===== config.mk =====
export PLATFORM = sky130hd
export DESIGN_NAME = car_sequence_gen
export DESIGN_NICKNAME = d
export VERILOG_FILES = /design/src/rtl/car_gen_pkg.sv /design/src/rtl/dwell_timer.sv /design/src/rtl/car_sequence_gen.sv
export SDC_FILE = /design/constraint.sdc
export NUM_CORES = 1
export LEC_CHECK = 0
export CAP_MARGIN = 20
export CORE_MARGIN = 5
export CORE_UTILIZATION = 59
export CTS_CLUSTER_DIAMETER = 120
export DETAILED_ROUTE_END_ITERATION = 8
export DONT_BUFFER_PORTS = 1
export PLACE_DENSITY_LB_ADDON = 0.25
export SYNTH_ARGS = -nofsm -noshare
export SYNTH_HDL_FRONTEND = slang
export SYNTH_SLANG_ARGS = --single-unit

===== constraint.sdc =====
create_clock -name clk -period 2.4 [get_ports clk]
set_clock_uncertainty 0.05 [all_clocks]
set_input_delay 0.36 -clock clk [delete_from_list [all_inputs] [get_ports clk]]
set_output_delay 0.36 -clock clk [all_outputs]
set_load 0.05 [all_outputs]

===== src/rtl/car_gen_pkg.sv =====
// Shared types and sensor patterns for the parking-lot stimulus generator.
// Pure definitions; no latency or flow-control behaviour of its own.
package car_gen_pkg;

  typedef enum logic [2:0] {
    IDLE = 3'd0,
    PH1  = 3'd1,
    PH2  = 3'd2,
    PH3  = 3'd3,
    RET1 = 3'd4,
    GAP  = 3'd5
  } gen_state_t;

  typedef enum logic {
    DIR_ENTRY = 1'b0,
    DIR_EXIT  = 1'b1
  } dir_t;

  // bit0 = outer sensor1, bit1 = inner sensor2; 1 = beam blocked
  localparam logic [1:0] ENTRY_PH1 = 2'b01;
  localparam logic [1:0] ENTRY_PH2 = 2'b11;
  localparam logic [1:0] ENTRY_PH3 = 2'b10;
  localparam logic [1:0] EXIT_PH1  = 2'b10;
  localparam logic [1:0] EXIT_PH2  = 2'b11;
  localparam logic [1:0] EXIT_PH3  = 2'b01;

  function automatic logic [1:0] phase_pattern(input gen_state_t st, input dir_t dir);
    logic [1:0] pat;
    pat = 2'b00;
    case (st)
      PH1, RET1: pat = (dir == DIR_ENTRY) ? ENTRY_PH1 : EXIT_PH1;
      PH2:       pat = (dir == DIR_ENTRY) ? ENTRY_PH2 : EXIT_PH2;
      PH3:       pat = (dir == DIR_ENTRY) ? ENTRY_PH3 : EXIT_PH3;
      default:   pat = 2'b00;
    endcase
    return pat;
  endfunction

endpackage


===== src/rtl/dwell_timer.sv =====
// Counts tick strobes within one phase; expire is combinational on the final tick.
// No backpressure: clr wins over counting and restarts the phase at zero.
module dwell_timer #(
  parameter int HOLD_TICKS = 4
) (
  input  logic clk,
  input  logic rst,
  input  logic clr,
  input  logic tick,
  output logic expire
);

  localparam int CNT_W = $clog2(HOLD_TICKS + 1);

  logic [CNT_W-1:0] cnt;

  assign expire = tick && (cnt == CNT_W'(HOLD_TICKS - 1));

  always_ff @(posedge clk or negedge rst) begin
    if (!rst) begin
      cnt <= '0;
    end else if (clr || expire) begin
      cnt <= '0;
    end else if (tick) begin
      cnt <= cnt + 1'b1;
    end
  end

endmodule


===== src/rtl/car_sequence_gen.sv =====
// Drives the two photo-sensor lines through a legal entry/exit sequence; 1 clk request-to-sensor latency.
// No backpressure: requests while busy are dropped and flagged with a one-clk reject pulse.
module car_sequence_gen
  import car_gen_pkg::*;
#(
  parameter int HOLD_TICKS = 4
) (
  input  logic       clk,
  input  logic       rst,
  input  logic       tick,
  input  logic       enter_req,
  input  logic       exit_req,
  input  logic       abort,
  output logic [1:0] sensor,
  output logic       busy,
  output logic       done,
  output logic       aborted,
  output logic       reject
);

  gen_state_t state;
  dir_t       dir;
  logic       abort_flag;
  logic       expire;
  logic       clr;
  logic       req;

  assign req = enter_req | exit_req;

  // The counter restarts whenever the FSM leaves a state early (request or abort);
  // dwell-end transitions restart it inside the timer.
  assign clr = (state == IDLE) || (abort && ((state == PH1) || (state == PH2)));

  dwell_timer #(
    .HOLD_TICKS(HOLD_TICKS)
  ) u_dwell_timer (
    .clk    (clk),
    .rst    (rst),
    .clr    (clr),
    .tick   (tick),
    .expire (expire)
  );

  always_ff @(posedge clk or negedge rst) begin
    if (!rst) begin
      state      <= IDLE;
      dir        <= DIR_ENTRY;
      abort_flag <= 1'b0;
      sensor     <= 2'b00;
      busy       <= 1'b0;
      done       <= 1'b0;
      aborted    <= 1'b0;
      reject     <= 1'b0;
    end else begin
      done    <= 1'b0;
      aborted <= 1'b0;
      reject  <= req && (state != IDLE);
      case (state)
        IDLE: begin
          if (enter_req) begin
            state      <= PH1;
            dir        <= DIR_ENTRY;
            sensor     <= ENTRY_PH1;
            busy       <= 1'b1;
            abort_flag <= 1'b0;
          end else if (exit_req) begin
            state      <= PH1;
            dir        <= DIR_EXIT;
            sensor     <= EXIT_PH1;
            busy       <= 1'b1;
            abort_flag <= 1'b0;
          end
        end
        PH1: begin
          if (abort) begin
            state      <= GAP;
            sensor     <= 2'b00;
            abort_flag <= 1'b1;
          end else if (expire) begin
            state  <= PH2;
            sensor <= phase_pattern(PH2, dir);
          end
        end
        PH2: begin
          // Backing out from the both-blocked phase retraces through PH1's pattern.
          if (abort) begin
            state      <= RET1;
            sensor     <= phase_pattern(RET1, dir);
            abort_flag <= 1'b1;
          end else if (expire) begin
            state  <= PH3;
            sensor <= phase_pattern(PH3, dir);
          end
        end
        PH3, RET1: begin
          if (expire) begin
            state  <= GAP;
            sensor <= 2'b00;
          end
        end
        GAP: begin
          if (expire) begin
            state      <= IDLE;
            sensor     <= 2'b00;
            busy       <= 1'b0;
            done       <= !abort_flag;
            aborted    <= abort_flag;
            abort_flag <= 1'b0;
          end
        end
        default: begin
          state  <= IDLE;
          sensor <= 2'b00;
          busy   <= 1'b0;
        end
      endcase
    end
  end

endmodule


==> metrics.md, run 1 <==
| Metric | Value |
|---|---|
| Status | `finished clean` |
| Synth warn | `0` |
| Final Cycle Share | `0.781` |
| Achievable Freq | `533 MHz` |
| Standard cell area after detailed placement | `812 sq um` |
| Data required time at the worst endpoint | `~2.5 ns` |
| Reg2Reg Depth | `6` |
| CTS sink cnt | `14` |
| Number of cells on the critical path | `6` |
| Cell leakage power | `0.389 nW` |
| Clock tree from TritonCTS | `built` |
| Largest vdd supply drop | `0.000634 V` |
| Clock power frac | `0.161` |
| Crit path setup slack, layout | `0.526 ns` |
| Avg Inst Size Synth | `9.38 sq um` |
| Total clock buffers created by CTS | `3` |
| Total DRC errors in the routed layout | `0` |
| Horizontal die dimension | `47.4 microns` |
| Final-report setup violation count | `0` |
| Data arrival time of the worst path | `1.99 ns` |
| Total core area | `1320 sq um` |
| Routed wire per std cell | `14.1 microns` |
| Critical-path maximum fanout | `8` |
| Initial core utilization | `0.627` |
| Share of layout cells above drive strength 1 | `0.125` |
| Detailed-route vias per instance | `5.96` |
| Mapped Nets | `96` |
| Vias in the first global route | `601` |
| Non-Filler Cell Area, Final | `858 sq um` |
| Area growth, synth to finish | `3.94%` |
| Post-detailed-routing wire length | `1450 microns` |
| Number of I/O port buffers | `0` |
| Worst Path Buf+Inv | `0` |
| Sw Ratio | `0.423` |
| Die area | `2250 sq um` |
| Vias post-DR | `614` |
| Capture point of the worst reg-to-reg path | `sensor[1]` |
| Most instantiated cells after synthesis | `sky130_fd_sc_hd__dfrtp_1 (14), sky130_fd_sc_hd__nor2_1 (9), sky130_fd_sc_hd__a21oi_1 (7), sky130_fd_sc_hd__inv_1 (7), sky130_fd_sc_hd__nor3_1 (5)` |
| Unique masters post-synth | `35` |
| Global-route wire length before repair | `2620 microns` |
| Part of the Yosys area used for sequential elements | `0.424` |
| Number of placement rows | `13` |
| Share of the core filled with cells | `0.651` |
| Sort of element at the end of the critical path | `flip-flop` |
| Launch instance of the worst register-to-register path | `u_dwell_timer.cnt[0]` |
| Placed Cells | `98` |
| Pin count of the biggest net entering global routing | `20` |
| Number of DRC markers after the initial detailed-route iteration | `16` |
| Most used cell, CP | `sky130_fd_sc_hd__ha_1` |
| Number of setup buffers added after CTS | `0` |
| Worst Setup Start Kind | `flip-flop` |
| CTS root buf | `sky130_fd_sc_hd__clkbuf_4` |
| Area of the mapped netlist | `826 sq um` |
| Final #Nets | `97` |
| Total GRT Usage | `0.167` |
| Internal | `roughly 0.6 mW` |
| Power Density | `1210 nW/um^2` |
| Clock slew at reported path FFs | `0.08 ns` |
| Shortest period the worst path allows | `between 1.5 and 2 ns` |
| Library cell with the largest summed area after synthesis | `sky130_fd_sc_hd__dfrtp_1` |
| Worst rel slew slack | `0.596` |
| Switching power total | `0.440 mW` |
| Critical Path Slowest Stage Cell | `sky130_fd_sc_hd__dfrtp_1` |
| Register-to-register setup slack | `0.53 ns` |
| WHS Endpoint | `dir` |
| Synth top area cells | `sky130_fd_sc_hd__dfrtp_1 (42%), sky130_fd_sc_hd__a21oi_1 (4.2%), sky130_fd_sc_hd__nor2_1 (4.1%)` |
| Worst setup timing slack at the placement stage | `0.561 ns` |
| CP delay by family, top | `compound AO/OA/AOI/OAI gates` |
| Primary flip-flop cell chosen by synthesis mapping | `sky130_fd_sc_hd__dfrtp_1` |
| Initial DRT Pass Iterations | `4` |
| Placed wire-length estimate | `1070 microns` |
| Combinational share of power | `0.373` |
| Number of instances on the worst hold path | `1` |
| Class of the tightest hold or removal check | `input port to flip-flop` |
| Number of antenna cells inserted | `0` |
| Source of the worst hold timing path | `enter_req` |
| Worst hold slack | `0.113 ns` |
| Register share of total power | `0.466` |
| Total congestion overflow after global routing | `0` |
| Aggregate negative setup slack | `0 ns` |
| Most frequent cell after synthesis | `sky130_fd_sc_hd__dfrtp_1` |
| Vert. Die Dim | `47.4 microns` |
| Worst slew pin tran | `roughly 0.6 ns` |
| ANT nets after route | `0` |
| Antenna violations before repair | `0` |
| Max clock buf depth | `2` |
| Number of endpoints with negative hold slack in the final report | `0` |
| Overall power | `1.04 mW` |
| Async SR Flop Fraction | `1.00` |
| I/O pin total | `12` |
| Yosys reg bits | `14` |
| Layout filler cell count | `95` |
| Cell chain of the critical path | `ha_1 > ha_1 > nand2_1 > a32oi_1 > o21ai_2 > mux2_4` |
| Unrepaired setup endpoints after global routing | `no` |
| H-tree levels | `1` |
| Clock latency on the worst-skew pair | `0.28 ns` |
| Number of enable flip-flop cells after synthesis | `0` |
| Max cap viols | `0` |
| Biggest cell delay along the critical path | `0.38 ns` |
| Setup Crit Path Kind | `flip-flop to flip-flop` |
| Final Max Slew Viols | `0` |
| Post-synthesis instance total | `88` |
| Weighted congestion at the end of routability-driven global placement | `between 0.7 and 0.8` |
| Non-filler instance count after layout | `around 100` |
| Area share of the largest cell type after synthesis | `0.424` |
==> cell usage in the layout (no fill, tap or decap), drive strengths merged, types with 2 or more instances in the layout <==
| cell type | count |
|---|---|
| nor2b | 2 |
| nand2 | 4 |
| nor2 | 9 |
| a211oi | 3 |
| clkbuf | 4 |
| o21bai | 2 |
| nand2b | 4 |
| o22ai | 2 |
| a21oi | 7 |
| dfrtp | 14 |
| nor3 | 6 |
| mux2i | 2 |
| ha | 2 |
| o21ai | 4 |
| and3 | 2 |
| inv | 7 |
==> cells by family after synthesis <==
kind of cell / after synthesis / synth area share
XOR/XNOR: 1 / 0.0106
adder cells (fa/ha/maj): 2 / 0.0303
multiplexers: 3 / 0.0424
flip-flops: 14 / 0.424
AO/OA/AOI/OAI: 24 / 0.206
buffers and inverters: 12 / 0.0712
AND/OR/NAND/NOR: 32 / 0.215
==> timing repair <==
action                    CTS  global route
hold buffers                1             0
hold endpoints to repair   14             0
resized for setup           0             0
==> layer usage <==
| layer | global-route usage | vias to the layer above | share of wire |
|---|---|---|---|
| met4 | 0.0829 | 0 | 0.023 |
| met1 | 0.222 | 286 | 0.48 |
| met2 | 0.241 | 11 | 0.44 |
| li1 | - | 312 | - |
| met5 | 0 | - | 0 |
| met3 | 0.0564 | 5 | 0.055 |
==> power groups by stage <==
| stage | registers (mW) | logic [mW] | clock network (mW) |
|---|---|---|---|
| 3_5_place_dp | 0.489 | 0.381 | 0 |
| 2_1_floorplan | 0.435 | 0.384 | 0 |
| 5_1_grt | 0.503 | 0.446 | 0.184 |
| 4_1_cts | 0.485 | 0.389 | 0.169 |
| 6_report | 0.484 | 0.387 | 0.168 |
| 3_3_place_gp | 0.487 | 0.369 | 0 |
==> worst reg2reg max path: stages, from the launching register on <==
cell and delay, ns:
sky130_fd_sc_hd__dfrtp_1 0.38, sky130_fd_sc_hd__ha_1 0.16, sky130_fd_sc_hd__ha_1 0.23, sky130_fd_sc_hd__nand2_1 0.20, sky130_fd_sc_hd__a32oi_1 0.33, sky130_fd_sc_hd__o21ai_2 0.12, sky130_fd_sc_hd__mux2_4 0.30
==> layout make-up <==
class                           instances  area, sq um  share of cell area
Multi-Input combinational cell         62          417               0.485
Tap cell                               15         18.8              0.0219
Sequential cell                        14          350               0.408
Inverter                                7         26.3              0.0306
Timing Repair Buffer                    1         10.0              0.0117
Clock buffer                            4         36.3              0.0423
==> how the worst max path moves through the flow <==
| stage | slack, ns | start | endpoint |
|---|---|---|---|
| 2_1_floorplan | 0.72 | u_dwell_timer.cnt[0] | sensor[1] |
| 3_3_place_gp | 0.63 | u_dwell_timer.cnt[0] | sensor[1] |
| 3_5_place_dp | 0.56 | u_dwell_timer.cnt[0] | sensor[1] |
| 4_1_cts | 0.54 | u_dwell_timer.cnt[0] | sensor[1] |
| 5_1_grt | 0.35 | u_dwell_timer.cnt[0] | sensor[1] |
| 6_report | 0.53 | u_dwell_timer.cnt[0] | sensor[1] |
==> flip-flops by register name, summed over array words and instances (netlist names) <==
| name | flops |
|---|---|
| abort_flag | 1 |
| sensor | 2 |
| state | 3 |
| busy | 1 |
| done | 1 |
| u_dwell_timer.cnt | 3 |
| reject | 1 |
| aborted | 1 |
| dir | 1 |
Note: power is estimated with default switching activity, not from simulation.
==> run 2, diff against run 1 <==
Clock period 2.4 ns to 1.94 ns, I/O delays scaled along.
==> run 2 against run 1 <==
Combinational power increased by 37%; largest cell class unchanged; fmax increased by 5.6%; critical path type unchanged; critical endpoint unchanged; non-clock buffer count increased by 4; largest power group unchanged.
==> metrics.md, run 2 (synthesis gave the netlist of run 1 again) <==
| Metric | Value |
|---|---|
| Status | `finished clean` |
| Biggest cell delay along the critical path | `0.40 ns (+0.02 ns)` |
| I/O pin total | `12 (unchanged)` |
| ANT nets after route | `0 (unchanged)` |
| Clock tree from TritonCTS | `built` |
| Vert. Die Dim | `47.4 microns (unchanged)` |
| Share of layout cells above drive strength 1 | `0.165 (+0.0398)` |
| Critical Path Slowest Stage Cell | `sky130_fd_sc_hd__dfrtp_1` |
| Horizontal die dimension | `47.4 microns (unchanged)` |
| Total core area | `1320 sq um (unchanged)` |
| Clock slew at reported path FFs | `0.08 ns (about the same)` |
| Number of placement rows | `13 (unchanged)` |
| Vias in the first global route | `560 (-6.8%)` |
| Sort of element at the end of the critical path | `flip-flop` |
| Crit path setup slack, layout | `0.164 ns (-0.361 ns)` |
| CTS sink cnt | `14 (unchanged)` |
| CTS root buf | `sky130_fd_sc_hd__clkbuf_4` |
| Vias post-DR | `630 (+2.6%)` |
| Total GRT Usage | `0.156 (-0.0105)` |
| Setup Crit Path Kind | `flip-flop to flip-flop` |
| Largest vdd supply drop | `0.000812 V (+28%)` |
| Total clock buffers created by CTS | `3 (unchanged)` |
| Worst Setup Start Kind | `flip-flop` |
| Final Cycle Share | `0.915 (+0.134)` |
| Initial DRT Pass Iterations | `4 (unchanged)` |
| Worst setup timing slack at the placement stage | `0.150 ns (-0.411 ns)` |
| Max cap viols | `0 (unchanged)` |
| Worst Path Buf+Inv | `0 (unchanged)` |
| Die area | `2250 sq um (unchanged)` |
| Weighted congestion at the end of routability-driven global placement | `0.801 (+6.3%)` |
| Final Max Slew Viols | `0 (unchanged)` |
| Routed wire per std cell | `14.0 microns (-0.55%)` |
| Detailed-route vias per instance | `5.94 (-0.30%)` |
| Most used cell, CP | `sky130_fd_sc_hd__ha_1` |
| Number of I/O port buffers | `0 (unchanged)` |
| Total congestion overflow after global routing | `0 (unchanged)` |
| Cell chain of the critical path | `ha_1 > ha_1 > nand2_1 > a32oi_2 > o21ai_2 > mux2_4` |
| Final #Nets | `101 (+4.1%)` |
| Total DRC errors in the routed layout | `0 (unchanged)` |
| Leading cell types in the layout, fill and taps excluded | `sky130_fd_sc_hd__dfrtp_1 (14), sky130_fd_sc_hd__nor2_1 (9), sky130_fd_sc_hd__inv_1 (7), sky130_fd_sc_hd__a21oi_1 (7), sky130_fd_sc_hd__nor3_1 (5)` |
| Achievable Freq | `563 MHz (+5.6%)` |
| Registers with the most flip-flops | `state x3, u_dwell_timer.cnt x3, sensor x2` |
| Worst slew pin tran | `0.637 ns (+0.0330 ns)` |
| Number of DRC markers after the initial detailed-route iteration | `18 (+2)` |
| Cell leakage power | `0.404 nW (+3.9%)` |
| Data required time at the worst endpoint | `2.06 ns (-0.46 ns)` |
| Aggregate negative setup slack | `0 ns (unchanged)` |
| Clock latency on the worst-skew pair | `0.28 ns (about the same)` |
| Number of antenna cells inserted | `0 (unchanged)` |
| Unrepaired setup endpoints after global routing | `no` |
| Class of the tightest hold or removal check | `input port to flip-flop` |
| Shortest period the worst path allows | `1.78 ns (-0.0986 ns)` |
| Critical-path maximum fanout | `6 (-2)` |
| Post-detailed-routing wire length | `1480 microns (+2.3%)` |
| Overall power | `1.28 mW (+23%)` |
| Data arrival time of the worst path | `1.89 ns (-0.10 ns)` |
| Antenna violations before repair | `0 (unchanged)` |
| Number of endpoints with negative hold slack in the final report | `0 (unchanged)` |
| Power Density | `1450 nW/um^2 (+20%)` |
| Area growth, synth to finish | `6.82%` |
| Worst rel slew slack | `0.574 (-0.0221)` |
| Global-route wire length before repair | `2440 microns (-6.9%)` |
| Pin count of the biggest net entering global routing | `18 (-10%)` |
| CP delay by family, top | `adder cells` |
| Placed wire-length estimate | `1090 microns (+2.0%)` |
| H-tree levels | `1 (unchanged)` |
| Most common cell after layout, fill and taps aside | `sky130_fd_sc_hd__dfrtp_1` |
| Initial core utilization | `0.627 (unchanged)` |
| Final-report setup violation count | `0 (unchanged)` |
| Max clock buf depth | `2 (unchanged)` |
==> run 2: worst register-to-register path: stages (launching register included) <==
cell                      delay (ns)
sky130_fd_sc_hd__dfrtp_1        0.40
sky130_fd_sc_hd__ha_1           0.20
sky130_fd_sc_hd__ha_1           0.23
sky130_fd_sc_hd__nand2_1        0.19
sky130_fd_sc_hd__a32oi_2        0.16
sky130_fd_sc_hd__o21ai_2        0.12
sky130_fd_sc_hd__mux2_4         0.31
==> run 2: path summary, 6_finish.rpt <==
check	start	cells past startpoint	end	slack (ns)
worst max-delay path	u_dwell_timer.cnt[0]	6	sensor[1]	0.16
max in group asynchronous	rst	1	reject	1.01
min in group asynchronous	rst	1	u_dwell_timer.cnt[2]	0.42
worst max register to register	u_dwell_timer.cnt[0]	6	sensor[1]	0.16
worst min-delay path	enter_req	1	dir	0.05
worst min register to register	u_dwell_timer.cnt[2]	2	u_dwell_timer.cnt[2]	0.48
==> run 2: where the power goes <==
group	total, mW	internal, mW	leakage [nW]	switching [mW]
clock	0.159	0.0721	0.0138	0.0873
sequential	0.589	0.380	0.173	0.210
combinational	0.531	0.278	0.218	0.253
==> run 2: routing by layer <==
metal	vias to the layer above	routed length [microns]	track usage
li1	321	-	-
met1	287	715	0.216
met2	20	648	0.217
met3	2	91	0.0489
met4	0	27	0.0829
met5	-	0	0
==> run 2: final cells by class <==
type / count / area, sq um
clock buffer: 3 / 22.5
fill: 96 / 435
inverter: 7 / 26.3
multi-input combinational: 62 / 424
sequential: 14 / 350
tap: 15 / 18.8
timing repair buffer: 5 / 40.0
==> run 2: through the flow <==
stage                     utilization  cell area, sq um  hold WS, ns  std cells
after floorplan                     -               826      -0.0546         88
after detailed placement        0.639               842      -0.0541        102
after CTS                       0.664               875       0.0443        106
final                           0.670               882       0.0504        106
after global routing            0.670               882       0.0466        106
after global placement          0.639               842      -0.0542        102
==> run 2: repair_timing <==
action / in CTS / in global routing
hold endpoints to repair: 14 / 0
endpoints found under the setup margin: 0 / 1
hold buffers: 1 / 0
resized for setup: 0 / 1
buffers inserted: 0 / 0
==> run 3, diff against run 2 <==
Settings changed: CTS_BUF_LIST set to sky130_fd_sc_hd__clkbuf_16.
==> run 3 against run 2 <==
Clock power is 130% higher; largest power group unchanged; sequential share of layout area decreased by 2.2 points; register-to-register slack hardly changed; global-route usage grew 0.86 points; die area unchanged; first-iteration DRC count rose by 28%; routed wire length about the same; clock-buffer cell count unchanged.
==> metrics.md, run 3 (synthesis gave the netlist of run 1 again) <==
| Metric | Value |
|---|---|
| Status | `finished clean` |
| Data required time at the worst endpoint | `2.01 ns (-0.05 ns)` |
| Clock tree from TritonCTS | `built` |
| CTS root buf | `sky130_fd_sc_hd__clkbuf_16` |
| CTS sink cnt | `14 (unchanged)` |
| Total GRT Usage | `0.165 (+0.00855)` |
| Number of DRC markers after the initial detailed-route iteration | `23 (+5)` |
| Data arrival time of the worst path | `1.85 ns (-0.04 ns)` |
| Initial DRT Pass Iterations | `4 (unchanged)` |
| Final Cycle Share | `0.919 (+0.00402)` |
| Largest vdd supply drop | `0.00103 V (+27%)` |
| Worst slew pin tran | `0.603 ns (-0.0344 ns)` |
| Number of antenna cells inserted | `0 (unchanged)` |
| Routed wire per std cell | `14.0 microns (about the same)` |
| Clock slew at reported path FFs | `0.04 ns (-0.04 ns)` |
| Number of endpoints with negative hold slack in the final report | `0 (unchanged)` |
| Total DRC errors in the routed layout | `0 (unchanged)` |
| Reg2Reg Depth | `6 (unchanged)` |
| Aggregate negative setup slack | `0 ns (unchanged)` |
| Pin count of the biggest net entering global routing | `18 (unchanged)` |
| Number of I/O port buffers | `0 (unchanged)` |
| Cell leakage power | `0.428 nW (+5.7%)` |
| I/O pin total | `12 (unchanged)` |
| Final-report setup violation count | `0 (unchanged)` |
| Most common cell after layout, fill and taps aside | `sky130_fd_sc_hd__dfrtp_1` |
| Achievable Freq | `561 MHz (-0.44%)` |
| Share of layout cells above drive strength 1 | `0.165 (unchanged)` |
| Number of placement rows | `13 (unchanged)` |
| Clock latency on the worst-skew pair | `0.24 ns (-0.04 ns)` |
| Final Max Slew Viols | `0 (unchanged)` |
| Total congestion overflow after global routing | `0 (unchanged)` |
| ANT nets after route | `0 (unchanged)` |
| Area growth, synth to finish | `13.2%` |
| Setup Crit Path Kind | `flip-flop to flip-flop` |
| Placed wire-length estimate | `1090 microns (unchanged)` |
| Weighted congestion at the end of routability-driven global placement | `0.801 (unchanged)` |
| Global-route wire length before repair | `2480 microns (+2.0%)` |
| Class of the tightest hold or removal check | `input port to flip-flop` |
| Power Density | `1600 nW/um^2 (+10%)` |
| Vert. Die Dim | `47.4 microns (unchanged)` |
| Number of instances on the worst hold path | `1 (unchanged)` |
| Max clock buf depth | `2 (unchanged)` |
| Shortest period the worst path allows | `1.78 ns (+0.00780 ns)` |
| Layout filler cell count | `89 (-7.3%)` |
| Total core area | `1320 sq um (unchanged)` |
| Antenna violations before repair | `0 (unchanged)` |
| Horizontal die dimension | `47.4 microns (unchanged)` |
| Max cap viols | `0 (unchanged)` |
| Initial core utilization | `0.627 (unchanged)` |
| Total clock buffers created by CTS | `3 (unchanged)` |
| Number of setup buffers added after CTS | `0 (unchanged)` |
| Critical-path maximum fanout | `6 (unchanged)` |
| Post-detailed-routing wire length | `1480 microns (about the same)` |
| Worst rel slew slack | `0.597 (+0.0230)` |
| Vias in the first global route | `558 (-0.36%)` |
| Crit path setup slack, layout | `0.156 ns (-0.00780 ns)` |
| Final #Nets | `101 (unchanged)` |
| Die area | `2250 sq um (unchanged)` |
| Vias post-DR | `646 (+2.5%)` |
| Unrepaired setup endpoints after global routing | `no` |
| Leading cell types in the layout, fill and taps excluded | `sky130_fd_sc_hd__dfrtp_1 (14), sky130_fd_sc_hd__nor2_1 (9), sky130_fd_sc_hd__inv_1 (7), sky130_fd_sc_hd__a21oi_1 (7), sky130_fd_sc_hd__nor3_1 (5)` |
| H-tree levels | `1 (unchanged)` |
| Detailed-route vias per instance | `6.09 (+2.5%)` |
| Worst setup timing slack at the placement stage | `0.150 ns (unchanged)` |
| Registers with the most flip-flops | `state x3, u_dwell_timer.cnt x3, sensor x2` |
| Worst Setup Start Kind | `flip-flop` |
| Sort of element at the end of the critical path | `flip-flop` |
==> run 3: path summary, 6_finish.rpt <==
check	startpoint	end	slack [ns]
worst max-delay path	u_dwell_timer.cnt[0]	sensor[1]	0.16
worst min-delay path	enter_req	dir	0.1
worst max register to register	u_dwell_timer.cnt[0]	sensor[1]	0.16
worst min register to register	u_dwell_timer.cnt[2]	u_dwell_timer.cnt[2]	0.48
max in group asynchronous	rst	busy	1.00
min in group asynchronous	rst	u_dwell_timer.cnt[1]	0.46
==> run 3: report_power, final <==
group	switching, mW	internal, mW	leakage (nW)	total [mW]
Combinational	0.254	0.278	0.218	0.532
Sequential	0.210	0.381	0.173	0.591
Clock	0.104	0.268	0.0370	0.372
==> run 3: layout make-up <==
class	count	area (sq um)	share of cell area
timing repair buffer	5	40.0	0.0428
sequential	14	350	0.375
inverter	7	26.3	0.0281
multi-input combinational	62	424	0.454
tap	15	18.8	0.0201
clock buffer	3	75.1	0.0803
==> run 3: repair_timing <==
item,CTS,global route
endpoints found under the setup margin,0,1
gates resized for setup,0,1
hold buffers,1,0
hold endpoints to repair,14,0
==> run 3: routing by layer <==
layer	GRT usage	vias to the layer above	part of all wire
met1	0.219	296	0.47
met5	0	-	0
met2	0.217	25	0.43
met3	0.0414	4	0.062
met4	0.149	0	0.030
li1	-	321	-
==> run 3: per-stage QoR <==
stage | power (mW) | hold slack (ns) | area [sq um] | util | std cells
floorplan | 1.01 | -0.0546 | 826 | - | 88
global placement | 1.09 | -0.0542 | 842 | 0.639 | 102
detailed placement | 1.10 | -0.0541 | 842 | 0.639 | 102
CTS | 1.49 | 0.0905 | 927 | 0.704 | 106
global route | 1.60 | 0.101 | 935 | 0.709 | 106
finish | 1.50 | 0.0968 | 935 | 0.709 | 106
==> run 3: worst max-delay path: stages (launching register included) <==
cell	delay (ns)
sky130_fd_sc_hd__dfrtp_1	0.39
sky130_fd_sc_hd__ha_1	0.21
sky130_fd_sc_hd__ha_1	0.23
sky130_fd_sc_hd__nand2_1	0.20
sky130_fd_sc_hd__nand2_1	0.10
sky130_fd_sc_hd__o21ai_2	0.19
sky130_fd_sc_hd__mux2_4	0.31
